===== config.mk =====
export PLATFORM = sky130hd
export DESIGN_NAME = irq_dispatch
export DESIGN_NICKNAME = d
export VERILOG_FILES = /design/src/rtl/irq_dispatch.sv
export SDC_FILE = /design/constraint.sdc
export NUM_CORES = 1
export LEC_CHECK = 0
export ABC_AREA = 0
export CORE_MARGIN = 1.5
export CORE_UTILIZATION = 24
export DETAILED_ROUTE_END_ITERATION = 10
export GPL_TIMING_DRIVEN = 0
export PLACE_DENSITY = 0.51
export SYNTH_ARGS = -nofsm -noshare
export SYNTH_HDL_FRONTEND = slang
export SYNTH_SLANG_ARGS = --single-unit

===== constraint.sdc =====
create_clock -name clk -period 4 [get_ports clk]
set_input_delay 0.8 -clock clk [delete_from_list [all_inputs] [get_ports clk]]
set_output_delay 0.8 -clock clk [all_outputs]
set_load 0.01 [all_outputs]

===== src/rtl/irq_dispatch.sv =====
// Avalon-MM master that services an interrupt controller: programs the mask,
// reads status on irq, dispatches the lowest pending source to the core.
module irq_dispatch #(
  parameter logic [31:0] INIT_MASK = 32'h0000_0003,
  parameter int          NUM_IRQ   = 2,
  parameter int          HOLDOFF   = 4
) (
  input  logic        clk,
  input  logic        rst_n,
  input  logic        irq,
  output logic        avl_address,
  output logic        avl_read,
  output logic        avl_write,
  output logic [31:0] avl_writedata,
  input  logic [31:0] avl_readdata,
  input  logic        avl_waitrequest,
  output logic        core_irq_req,
  output logic [4:0]  core_irq_cause,
  input  logic        core_irq_ack,
  input  logic        core_mask_we,
  input  logic [31:0] core_mask_data,
  output logic        core_mask_busy
);

  localparam logic [31:0] STAT_MASK = (NUM_IRQ >= 32) ? 32'hFFFF_FFFF
                                                      : ((32'd1 << NUM_IRQ) - 32'd1);

  typedef enum logic [2:0] {
    RST, INIT_WR, IDLE, STAT_RD, DISPATCH, HOLD, MASK_WR
  } state_t;

  state_t      state_q, state_d;
  logic        rd_q, rd_d, wr_q, wr_d, addr_q, addr_d;
  logic [31:0] wdata_q, wdata_d, pend_q, pend_d;
  logic        req_q, req_d, busy_q, busy_d;
  logic [4:0]  cause_q, cause_d;
  logic [7:0]  hold_q, hold_d;
  logic [31:0] stat_w;
  logic [4:0]  lowest;

  assign stat_w = avl_readdata & STAT_MASK;

  // Scan from the top so the lowest set bit is the one that sticks.
  always_comb begin
    lowest = '0;
    for (int i = 31; i >= 0; i--) begin
      if (stat_w[i]) lowest = 5'(i);
    end
  end

  always_comb begin
    state_d = state_q;
    rd_d    = rd_q;
    wr_d    = wr_q;
    addr_d  = addr_q;
    wdata_d = wdata_q;
    pend_d  = pend_q;
    req_d   = req_q;
    cause_d = cause_q;
    busy_d  = busy_q;
    hold_d  = hold_q;

    if (core_mask_we && !busy_q) begin
      pend_d = core_mask_data;
      busy_d = 1'b1;
    end

    case (state_q)
      RST: begin
        state_d = INIT_WR;
        wr_d    = 1'b1;
        addr_d  = 1'b1;
        wdata_d = INIT_MASK;
      end
      INIT_WR: begin
        if (!avl_waitrequest) begin
          wr_d    = 1'b0;
          busy_d  = 1'b0;
          state_d = IDLE;
        end
      end
      IDLE: begin
        // A write requested this very cycle goes straight out with its own data.
        if (busy_q || core_mask_we) begin
          state_d = MASK_WR;
          wr_d    = 1'b1;
          addr_d  = 1'b1;
          wdata_d = busy_q ? pend_q : core_mask_data;
        end else if (irq) begin
          state_d = STAT_RD;
          rd_d    = 1'b1;
          addr_d  = 1'b0;
        end
      end
      STAT_RD: begin
        if (!avl_waitrequest) begin
          rd_d = 1'b0;
          if (stat_w != 32'd0) begin
            req_d   = 1'b1;
            cause_d = lowest;
            state_d = DISPATCH;
          end else begin
            hold_d  = 8'(HOLDOFF);
            state_d = HOLD;
          end
        end
      end
      DISPATCH: begin
        if (core_irq_ack) begin
          req_d   = 1'b0;
          hold_d  = 8'(HOLDOFF);
          state_d = HOLD;
        end
      end
      HOLD: begin
        if (hold_q <= 8'd1) state_d = IDLE;
        else                hold_d  = hold_q - 8'd1;
      end
      MASK_WR: begin
        if (!avl_waitrequest) begin
          wr_d    = 1'b0;
          busy_d  = 1'b0;
          state_d = IDLE;
        end
      end
      default: state_d = RST;
    endcase
  end

  always_ff @(posedge clk or negedge rst_n) begin
    if (!rst_n) begin
      state_q <= RST;
      rd_q    <= 1'b0;
      wr_q    <= 1'b0;
      addr_q  <= 1'b0;
      wdata_q <= '0;
      pend_q  <= '0;
      req_q   <= 1'b0;
      cause_q <= '0;
      busy_q  <= 1'b1;
      hold_q  <= '0;
    end else begin
      state_q <= state_d;
      rd_q    <= rd_d;
      wr_q    <= wr_d;
      addr_q  <= addr_d;
      wdata_q <= wdata_d;
      pend_q  <= pend_d;
      req_q   <= req_d;
      cause_q <= cause_d;
      busy_q  <= busy_d;
      hold_q  <= hold_d;
    end
  end

  assign avl_read       = rd_q;
  assign avl_write      = wr_q;
  assign avl_address    = addr_q;
  assign avl_writedata  = wdata_q;
  assign core_irq_req   = req_q;
  assign core_irq_cause = cause_q;
  assign core_mask_busy = busy_q;

endmodule

==> metrics.md <==
| Metric | Value |
|---|---|
| P_int | `roughly 2.5 mW` |
| Max-cap violations | `0` |
| Critical path endpoint category | `flip-flop` |
| Sequential Power Share | `0.367` |
| Total clock sinks | `81` |
| CTS resizes | `0` |
| Cell variety after synth | `41` |
| Starting density of the core | `0.246` |
| Post-DP Area | `around 4800 µm²` |
| Final Setup Violations | `0` |
| Async set or reset register ratio after synthesis | `1.00` |
| Period utilization | `0.600` |
| Vias in the first global route | `roughly 2900` |
| Share of post-route cells with drive strength above 1 | `0.166` |
| Pleak | `2.23 nW` |
| Run status | `finished, final reports clean` |
| RR Endpoint | `hold_q[6]` |
| First-pass GRT wire length | `14.7 mm` |
| Mapped Cells | `330` |
| RSZ-0062 raised after global routing | `false` |
| Slew Limit Fails | `0` |
| DIE AREA | `16400 µm²` |
| CTS clk-pin slew, worst paths | `about 0.06 ns` |
| HP Class | `in2async` |
| Mapped cell area | `around 3700 µm²` |
| Initial antenna violation count | `0` |
| Final Skew | `between 0.007 and 0.008 ns` |
| Final hold violation count | `0` |
| TritonCTS clock tree | `yes` |
| Post-CTS setup buffer count | `0` |
| Ys flop type | `dfrtp_1` |
| Pin count of the biggest net entering global routing | `48` |
| Hold Buf Count CTS | `0` |
| GR Overflow Total | `0` |
| Vias | `about 2800` |
| Crit. Startpoint | `core_mask_we` |
| Routed WL | `~9.2 mm` |
| Nets@finish | `494` |
| Design Area, Final | `a little over 5000 µm²` |
| DRT Pass-1 Iters | `4` |
| Peak supply drop | `approximately 0.23 mV` |
| R2R depth | `6` |
| Drt wl/cell | `approximately 15 µm` |
| Die width | `around 130 µm` |
| Starting DRT DRC Count | `around 100` |
| CP max FO | `10` |
| Syn. warnings | `0` |
| Worst setup SP type | `input pin` |
| P per Cell Area | `slightly below 800 nW/µm²` |
| Psw | `between 1 and 1.5 mW` |
| Later-pin clock latency in the skew report | `about 0.34 ns` |
| Slew at the pin with the worst max-slew slack | `between 0.7 and 0.8 ns` |
| IO Pins | `112` |
| Root Driver | `clkbuf_16` |
| H-Tree Depth | `3` |
| Critical R2R Launch | `hold_q[0]` |
| Yosys reg bits | `between 80 and 90` |
| Die Y | `approximately 130 µm` |
| Routability cong. | `between 0.7 and 0.8` |
| Mapped Avg Cell Area | `about 11 µm²` |
| Detailed placer's ending HPWL | `approximately 6.7 mm` |
| Clock power share | `0.210` |
| Fillers | `about 1500` |
| Post-DRT Antenna Nets | `0` |
| Comb power frac | `0.423` |
| TritonCTS Buffers | `9` |
| Non-filler cells, final | `615` |
| Slew headroom | `0.508` |
| Fmax | `0.417 GHz` |
| Sequential cell area | `approximately 2000 µm²` |
| Period minus WS final | `~2.4 ns` |
| Critical Path RT | `approximately 4.2 ns` |
| Net switching fraction of the power | `0.355` |
| Register area share after synthesis | `0.542` |
| CP Data Arrival Time | `roughly 2.6 ns` |
| EDFF count, synth | `0` |
| Layout Area Growth over Synthesis | `35.8%` |
| Reg2Reg Setup Slack | `~2.0 ns` |
| FP Rows | `between 40 and 50` |
| GRT Total Usage | `0.119` |
| Total placed cells including tap cells | `599` |
| Max Root-Sink Buffers | `2` |
| Port Buf Inserts | `slightly below 80` |
| Vias/cell | `approximately 4.6` |
| CP Class | `in2reg` |
| Residual DRC | `0` |
| Core area | `~15000 µm²` |
| Multi-input logic area | `around 1600 µm²` |
| Antenna Cells | `0` |
-- logic make-up after synthesis --
group / count (synthesis) / share of synthesized area
muxes: 63 / 0.179
and+or+nand+nor: 77 / 0.0946
other: 1 / 0.00100
buffers and inverters: 34 / 0.0421
DFF: 81 / 0.542
adders and majority gates: 2 / 0.00668
AOI/OAI and AO/OA: 72 / 0.134
-- stage by stage --
stage          power (mW)  worst slack [ns]   util  hold WS, ns  TNS (ns)
2_1_floorplan        2.44              2.08      -        0.464         0
3_3_place_gp         3.11            -0.998  0.313        0.464    -79.38
3_5_place_dp         3.16              1.15  0.315        0.471         0
4_1_cts              4.01              1.52  0.334        0.435         0
5_1_grt              4.24              1.43  0.334        0.453         0
6_report             3.94              1.60  0.334        0.422         0
-- cell type report --
cell class,count,area share
clock buffers,10,0.0470
multi-input cells,218,0.309
clock inverters,6,0.0113
inverters,9,0.00665
flip-flops and latches,81,0.399
repair buffers,78,0.157
well taps,188,0.0463
plain buffers,25,0.0244
-- per-layer routing --
layer | vias up | part of all wire | wire length [µm] | track usage
met5 | - | 0 | 0 | 0
met4 | 0 | 0.023 | 207 | 0.0595
met3 | 14 | 0.056 | 516 | 0.0384
met2 | 67 | 0.47 | 4320 | 0.193
met1 | 1400 | 0.45 | 4150 | 0.143
li1 | 1368 | - | - | -
-- power groups by stage --
stage / registers [mW] / logic (mW) / clock network [mW]
6_report: 1.45 / 1.67 / 0.827
3_5_place_dp: 1.46 / 1.70 / 0
3_3_place_gp: 1.45 / 1.67 / 0
5_1_grt: 1.50 / 1.85 / 0.895
2_1_floorplan: 1.49 / 0.943 / 0
4_1_cts: 1.45 / 1.70 / 0.860
-- registers in the layout, indices dropped and copies added, names as in the netlist, 3 cells and up --
signal	flops
avl_writedata	32
state_q	3
hold_q	8
pend_q	32
-- critical path: stages --
cell	delay, ns
clkdlybuf4s50_1	0.50
nand2b_1	0.12
clkbuf_1	0.26
buf_1	0.54
mux2_2	0.41
-- layout by cell type, fill, tap and decap left out, types with 3 or more instances in the layout --
master / n
mux2_2: 31
o21ai_0: 8
buf_4: 5
mux2i_1: 30
nor2_1: 11
a41oi_1: 3
conb_1: 4
o31ai_1: 34
clkbuf_16: 9
clkinv_2: 4
nor3_1: 5
buf_1: 4
inv_1: 9
a31oi_1: 5
nand2_1: 43
nand2b_1: 3
a21oi_1: 10
buf_2: 12
dfrtp_1: 80
clkdlybuf4s50_1: 76
clkbuf_1: 5
-- Yosys cell counts (3+ instances only) --
| master | instances | area, µm² |
|---|---|---|
| inv_1 | 9 | 33.8 |
| nor3_1 | 5 | 25.0 |
| nor2_1 | 11 | 41.3 |
| clkbuf_1 | 5 | 18.8 |
| buf_1 | 4 | 15.0 |
| buf_2 | 12 | 60.1 |
| buf_4 | 4 | 30.0 |
| mux2_2 | 31 | 349 |
| mux2i_1 | 30 | 300 |
| nand2_1 | 43 | 161 |
| nand2b_1 | 3 | 18.8 |
| o31ai_1 | 34 | 255 |
| a21oi_1 | 10 | 50.1 |
| a31oi_1 | 5 | 31.3 |
| a41oi_1 | 3 | 26.3 |
| o21ai_0 | 8 | 40.0 |
| dfrtp_1 | 80 | 2000 |
-- worst max-delay path by stage --
| stage | end |
|---|---|
| floorplan | hold_q[5] |
| finish | pend_q[13] |
| global placement | avl_writedata[22] |
| CTS | pend_q[13] |
| detailed placement | pend_q[13] |
| global route | pend_q[20] |
(Power assumes the default switching activity.)
